--- src/rtl/motor_pwm_driver_if.sv ---
// Duty command and gate-drive bundle for motor_pwm_driver.
// master drives the command side; slave is the PWM stage.
interface motor_pwm_driver_if #(
  parameter int DUTY_WIDTH = 8
) ();
  logic [DUTY_WIDTH-1:0] MotorSignal;
  logic                  enable;
  logic                  fault;
  logic                  pwm_hi;
  logic                  pwm_lo;
  logic                  period_start;
  logic                  fault_latched;

  modport master (
    output MotorSignal,
    output enable,
    output fault,
    input  pwm_hi,
    input  pwm_lo,
    input  period_start,
    input  fault_latched
  );

  modport slave (
    input  MotorSignal,
    input  enable,
    input  fault,
    output pwm_hi,
    output pwm_lo,
    output period_start,
    output fault_latched
  );
endinterface

--- src/rtl/motor_pwm_driver.sv ---
// Complementary PWM gate driver with dead time and latched fault.
// Optional PWM_SOFT_START_EN ramps duty up by one step per period.
module motor_pwm_driver #(
  parameter int DUTY_WIDTH = 8,
  parameter int DEAD_TIME  = 2
) (
  input logic               c20k,
  input logic               reset,
  motor_pwm_driver_if.slave bus
);

  typedef enum logic [2:0] {
    IDLE,
    LOW,
    DEAD_LH,
    HIGH,
    DEAD_HL,
    FAULT
  } state_e;

  localparam logic [DUTY_WIDTH-1:0] CNT_MAX =
    {{(DUTY_WIDTH-1){1'b1}}, 1'b0};
  localparam logic [DUTY_WIDTH-1:0] ONE = 1;
  localparam logic [3:0] DT     = 4'(DEAD_TIME);
  localparam logic [3:0] DT_ONE = 4'd1;

  state_e                state_q, state_d;
  logic [DUTY_WIDTH-1:0] cnt_q, cnt_d;
  logic [DUTY_WIDTH-1:0] duty_q, duty_d;
  logic [3:0]            dt_q, dt_d;
  logic                  hi_req;
  logic                  run_q, run_d;
  logic                  wrap;

  assign hi_req = cnt_q < duty_q;
  assign run_q  = state_q inside {LOW, DEAD_LH, HIGH, DEAD_HL};
  assign run_d  = state_d inside {LOW, DEAD_LH, HIGH, DEAD_HL};
  assign wrap   = run_q && run_d && (cnt_q == CNT_MAX);

  always_ff @(posedge c20k or posedge reset) begin
    if (reset) begin
      state_q <= IDLE;
      cnt_q   <= '0;
      duty_q  <= '0;
      dt_q    <= '0;
    end else begin
      state_q <= state_d;
      cnt_q   <= cnt_d;
      duty_q  <= duty_d;
      dt_q    <= dt_d;
    end
  end

  always_comb begin
    state_d = state_q;
    dt_d    = '0;
    unique case (state_q)
      IDLE: begin
        if (bus.enable) state_d = LOW;
      end
      LOW: begin
        if (hi_req) begin
          state_d = DEAD_LH;
          dt_d    = DT;
        end
      end
      DEAD_LH: begin
        dt_d = dt_q - DT_ONE;
        if (!hi_req) state_d = LOW;
        else if (dt_q == DT_ONE) state_d = HIGH;
      end
      HIGH: begin
        if (!hi_req) begin
          state_d = DEAD_HL;
          dt_d    = DT;
        end
      end
      DEAD_HL: begin
        dt_d = dt_q - DT_ONE;
        if (dt_q == DT_ONE) state_d = LOW;
      end
      FAULT: begin
        if (!bus.enable && !bus.fault) state_d = IDLE;
      end
      default: state_d = IDLE;
    endcase
    // fault beats disable, disable beats normal sequencing
    if (bus.fault) begin
      state_d = FAULT;
      dt_d    = '0;
    end else if (!bus.enable && state_q != FAULT) begin
      state_d = IDLE;
      dt_d    = '0;
    end
  end

  always_comb begin
    cnt_d = '0;
    if (run_q && run_d) cnt_d = wrap ? '0 : cnt_q + ONE;
  end

`ifdef PWM_SOFT_START_EN
  always_comb begin
    duty_d = duty_q;
    if (!run_d) begin
      duty_d = '0;
    end else if (wrap) begin
      duty_d = (bus.MotorSignal > duty_q) ? duty_q + ONE
                                          : bus.MotorSignal;
    end
  end
`else
  always_comb begin
    duty_d = duty_q;
    if (wrap || state_q == IDLE) duty_d = bus.MotorSignal;
  end
`endif

  always_comb begin
    bus.pwm_hi        = 1'b0;
    bus.pwm_lo        = 1'b0;
    bus.fault_latched = 1'b0;
    bus.period_start  = 1'b0;
    unique case (1'b1)
      (state_q == HIGH):  bus.pwm_hi        = 1'b1;
      (state_q == LOW):   bus.pwm_lo        = 1'b1;
      (state_q == FAULT): bus.fault_latched = 1'b1;
      default: ;
    endcase
    bus.period_start = run_q && (cnt_q == '0);
  end

endmodule

--- src/flat_wrapper.sv ---
// flat-port wrapper written by rule: the top's interface ports become plain ports
module motor_pwm_driver_flat 
#(
  parameter int DUTY_WIDTH = 8,
  parameter int DEAD_TIME  = 2
)
  (c20k, reset, bus_MotorSignal, bus_enable, bus_fault, bus_pwm_hi, bus_pwm_lo, bus_period_start, bus_fault_latched);
  motor_pwm_driver_if #(.DUTY_WIDTH(DUTY_WIDTH)) bus_i ();
  input logic c20k;
  input logic reset;
  input wire logic [$bits(bus_i.MotorSignal)-1:0] bus_MotorSignal;
  input wire logic [$bits(bus_i.enable)-1:0] bus_enable;
  input wire logic [$bits(bus_i.fault)-1:0] bus_fault;
  output wire logic [$bits(bus_i.pwm_hi)-1:0] bus_pwm_hi;
  output wire logic [$bits(bus_i.pwm_lo)-1:0] bus_pwm_lo;
  output wire logic [$bits(bus_i.period_start)-1:0] bus_period_start;
  output wire logic [$bits(bus_i.fault_latched)-1:0] bus_fault_latched;
  assign bus_i.MotorSignal = bus_MotorSignal;
  assign bus_i.enable = bus_enable;
  assign bus_i.fault = bus_fault;
  assign bus_pwm_hi = bus_i.pwm_hi;
  assign bus_pwm_lo = bus_i.pwm_lo;
  assign bus_period_start = bus_i.period_start;
  assign bus_fault_latched = bus_i.fault_latched;
  motor_pwm_driver #(.DUTY_WIDTH(DUTY_WIDTH), .DEAD_TIME(DEAD_TIME)) u_core (.c20k(c20k), .reset(reset), .bus(bus_i));
endmodule
--- config.mk ---
export PLATFORM = sky130hd
export DESIGN_NAME = motor_pwm_driver_flat
export DESIGN_NICKNAME = d
export VERILOG_FILES = /design/src/rtl/motor_pwm_driver_if.sv /design/src/rtl/motor_pwm_driver.sv /design/src/flat_wrapper.sv
export SDC_FILE = /design/constraint.sdc
export NUM_CORES = 1
export LEC_CHECK = 0
export CORE_UTILIZATION = 50
export CTS_CLUSTER_SIZE = 12
export DETAILED_ROUTE_END_ITERATION = 8
export PLACE_DENSITY = 0.75
export SLEW_MARGIN = 20
export SYNTH_ARGS = -nofsm -noshare
export SYNTH_HDL_FRONTEND = slang
export SYNTH_SLANG_ARGS = --single-unit
export TNS_END_PERCENT = 10
--- constraint.sdc ---
create_clock -name c20k -period 1.8 [get_ports c20k]
set_clock_uncertainty 0.2 [all_clocks]
set_input_delay 0.27 -clock c20k [delete_from_list [all_inputs] [get_ports c20k]]
set_output_delay 0.27 -clock c20k [all_outputs]
set_load 0.02 [all_outputs]
Word level (Yosys, flattened, before mapping)
Index checks and enable logic that the tools add are counted.
W data, S select, Z words.

operators by class
  add/subtract/negate cells = 2
  magnitude comparators = 1
  equality and inequality tests = 12
  muxes and demuxes = 20
  reductions and logical operators = 13

operators by type and width
  cell                   number
  $mux W3                9
  $pmux W3 S6            1
  $mux W8                2
  $eq A3 B2 Y1 const B   4
  $pmux W4 S3            1
  $eq A3 B3 Y1 const B   3
  $add A8 B1 Y8 const B  1
  $eq A8 B8 Y1 const B   1
  $logic_not A8 Y1       1
  $lt A8 B8 Y1           1
  $mux W4                2
  $reduce_bool A4 Y1     2
  $eq A3 B1 Y1 const B   2
  $logic_and A1 B1 Y1    5
  $eq A4 B1 Y1 const B   1
  $mux W2                2
  $sub A4 B1 Y4 const B  1
  $logic_not A3 Y1       1
  $mux W1                3
  $ne A3 B3 Y1 const B   1
  $logic_not A1 Y1       2
  $reduce_or A2 Y1       1
  $logic_or A1 B1 Y1     1

word-level totals
  register bits = 23
  bits of input ports = 12
  output and inout port bits = 4
  word-level logic and storage cells = 52

Depth between registers and ports, before layout
  depth after elaboration = 12
  depth in mapped cells = 7

Least setup slack after synthesis
OpenSTA, ideal clock, no wires.

  kind = register -> output
  start point = reg u_core.state_q[0]
  end point = out bus_period_start
  arrival time = 1.514 ns
  required time = 1.330 ns
  path slack = -0.184 ns
  cell stages (with the launch flop) = 6
  buffers on the path = 1
  cell sequence = dfrtp_1 -> buf_6 -> nor2_4 -> xnor2_1 -> nand2_1 -> nor4_1

on the way
  longest elaborated chain between the ends = 3

ends and longest elaborated chain
  element                                     line                     text
  from (decl)                                 motor_pwm_driver.sv:27   state_e state_q, state_d;
  from (signal assigned)                      motor_pwm_driver.sv:47   state_q <= state_d;
  $eq A3 B1 Y1, or another cell as far along  motor_pwm_driver.sv:36   assign run_q = state_q inside {LOW, DEAD_LH, HIGH, DEAD_HL};
  $reduce_bool A4 Y1 (*)                      motor_pwm_driver.sv:36
  $logic_and A1 B1 Y1 (*)                     motor_pwm_driver.sv:130  bus.period_start = run_q && (cnt_q == '0);
  to (decl)                                   flat_wrapper.sv:16       output wire logic [$bits(bus_i.period_start)-1:0] bus_period_start;

Every way passes the cells marked *; elsewhere a longest branch is shown, timed or not.

Worst setup path after layout
  start point = reg u_core.cnt_q[7]
  end point = out bus_period_start

on the way
  longest elaborated chain between the ends = 2

ends and longest elaborated chain
  element                 line                     text
  from (decl)             motor_pwm_driver.sv:28   logic [DUTY_WIDTH-1:0] cnt_q, cnt_d;
  from (signal assigned)  motor_pwm_driver.sv:48   cnt_q <= cnt_d;
  $logic_not A8 Y1        motor_pwm_driver.sv:130
  $logic_and A1 B1 Y1     motor_pwm_driver.sv:130

Every way passes these cells.

==> flow_summary_export.csv <==
group,metric,value,unit
critical_path,crit_slowest_cell,"dfrtp_2",
floorplanning,fp.coreArea,2780,sq um
clocking,cts.sinks,23,
global_route,met1_usage,29.7,%
logic_synthesis,ys_warn_count,0,
floorplanning,die_h,56.2,microns
timing,slew_violations,0,
power_and_ir_drop,p_per_area,664,nW/um^2
timing,fmax,494,MHz
timing,fin_crit,2.03,ns
floorplanning,num_io_pins,16,
final_layout,instances_no_fill,217,
global_route,grt_start_max_net_pins,24,
global_route,grt_pass1_vias,1169,
min_path,worstHoldPathType,"in2async",
power_and_ir_drop,p_leak,0.963,nW
clocking,numCtsBuffers,3,
critical_path,startpoint,"u_core.cnt_q[7]",
job,drv_cap,0,
critical_path,critPathRequiredTime,1.33,ns
logic_synthesis,syn-num-nets,158,
drt,wl_per_cell,16.9,microns
logic_synthesis,synth_area,1470,sq um
final_layout,fin_nets,211,
global_route,grtUsageMet2,40.5,%
clocking,cts_max_level,1,
floorplanning,rows,19,
placement,dpl.hpwl,2350,microns
drt,ant_nets,0,
logic_synthesis,ys_seq_area_share,39.1,%
drt,drcViolationCount,0,
logic_synthesis,ys_ff_latch,23,
drt,drt-total-wl,3670,microns
final_layout,layout-drive-gt1-share,43.0,%
logic_synthesis,synth_edf_count,0,
clocking,clock_latency,0.31,ns
drt,avgViaCountPerCell,5.53,
logic_synthesis,synthDistinctLibCells,40,
global_route,track_usage,23.5,%
final_layout,post-route-util,74.6,%
critical_path,r2r-start,"u_core.cnt_q[3]",
final_layout,syn2layout_area_growth,41.1,%
critical_path,path_cells,"buf_4 > nor4b_4 > nand2_1 > nor4_2 > buf_2",
power_and_ir_drop,ir_drop,0.000585,V
timing,fin_crit_sh,113,%
final_layout,mostFrequentLayoutCells,"buf_4, dfrtp_1, nor2_1",
final_layout,final_common_cell,"buf_4",
floorplanning,initial_core_util,52.9,%
outcome,failed_checks,"negative setup slack",
placement,place_inst,201,
global_route,busiest_layer,"met2",
timing,setup_viol,13,
placement,numPortBuffers,15,
critical_path,cp.arrival,1.56,ns
critical_path,cp_top_family,"flip-flops",
critical_path,critPathLaunchType,"register",
logic_synthesis,synthArstFlopShare,100,%
clocking,clock_path_buffers,2,
logic_synthesis,ys.flop_type,"dfrtp_1",
drt,drtIter0Drc,44,
critical_path,cp_num_buf_inv,2,
floorplanning,fp.dieArea,3160,sq um
timing,holdWs,0.118,ns
critical_path,cp-end-kind,"primary output",
drt,drt_first_pass_iters,4,
critical_path,cp_max_fo,4,
timing,hold_viol_final,0,
floorplanning,die_w,56.2,microns
global_route,grt_pass1_wl,5580,microns
logic_synthesis,netlist_instances,134,
global_route,antenna_found_initial,0,
timing,worst_slack,-0.225,ns
critical_path,cpPeakStageDelay,0.48,ns
timing,worst_slew_pin_slew,0.381,ns
critical_path,critPathKind,"reg2out",
clocking,path_clk_slew,0.13,ns
final_layout,diodes,0,
clocking,cts_tree,"built",
clocking,root_buffer,"clkbuf_4",
placement,gp_congestion,0.914,
logic_synthesis,syn_avg_cell_area,11.0,sq um
global_route,grt_use_met3,3.02,%
outcome,status,"complete, but fails checks",
clocking,hold_buffers,0,
global_route,grt-ovfl-total,0,
final_layout,fill_cells,174,
timing,rsz0062_at_grt,"true",
timing,slew_headroom,74.6,%
drt,vias,1199,
## area by class of cell
type	count	area, sq um	area share (%)
Sequential cell	23	579	27.9
Multi-Input combinational cell	94	933	45.0
Clock buffer	3	22.5	1.08
Inverter	14	52.6	2.53
Tap cell	31	38.8	1.87
Timing Repair Buffer	51	444	21.4
Clock inverter	1	5.00	0.241
## layer usage
layer	share of wire [%]	vias up
met5	0	-
met4	2.4	0
met3	3.4	10
met2	51	32
met1	43	588
li1	-	569
## timing repair
item	in CTS	in global routing
buffers inserted	5	7
pin swaps	6	4
resized for setup	31	16
endpoints found under the setup margin	24	24
## cells in the mapped netlist (all sizes together) (3+ instances only)
cell type  count  area share [%]
inv           14             3.6
dfrtp         23              39
nand3          4             2.2
nand2          5             1.3
xor2           3             1.8
ha            12              10
nand2b         3             1.3
o31ai          3             2.8
buf            3             1.6
a21oi          4             2.1
mux2           8             8.2
nor2          20             5.8
xnor2          7             4.2
## logic make-up after synthesis
group	synth area share [%]
adder cells (fa/ha/maj)	10.2
XOR/XNOR	5.95
buffers and inverters	5.19
AND/OR/NAND/NOR	19.6
AO/OA/AOI/OAI	10.4
multiplexers	9.52
flip-flops	39.1
## per-stage QoR
step	TNS (ns)	setup WS, ns	instance area (sq um)	total power (W)
after global routing	-3.29	-0.302	2080	0.00146
final	-2.41	-0.225	2080	0.00138
after CTS	-2.29	-0.219	1950	0.00134
after global placement	-4.16	-0.314	1820	0.00105
after detailed placement	-4.95	-0.417	1820	0.00107
after floorplan	-0.381	-0.0505	1480	0.000939
## power by group
group          switching (W)  internal (W)
clock network       0.000161     0.0000831
logic               0.000223      0.000273
registers          0.0000530      0.000584
total               0.000437      0.000941
## registers in the layout (all words and copies together) (netlist names)
register / flops
u_core.duty_q: 8
u_core.cnt_q: 8
u_core.dt_q: 4
u_core.state_q: 3
## worst paths after layout
| check | endpoint | slack [ns] | cells past startpoint |
|---|---|---|---|
| max | bus_period_start | -0.23 | 5 |
| min | u_core.duty_q[1] | 0.12 | 3 |
| max reg2reg | u_core.duty_q[1] | -0.21 | 7 |
| min reg2reg | u_core.dt_q[0] | 0.31 | 1 |
| max in group asynchronous | u_core.cnt_q[4] | 1.02 | 3 |
| min in group c20k | u_core.dt_q[0] | 0.31 | 1 |
## worst reg2reg max path, stage by stage (launching register included)
cell	delay, ns
dfrtp_1	0.40
buf_4	0.13
buf_4	0.11
nand4_2	0.17
o31ai_2	0.35
a21oi_4	0.11
buf_12	0.15
mux2_4	0.30
Power figures use the tool's default switching activity.
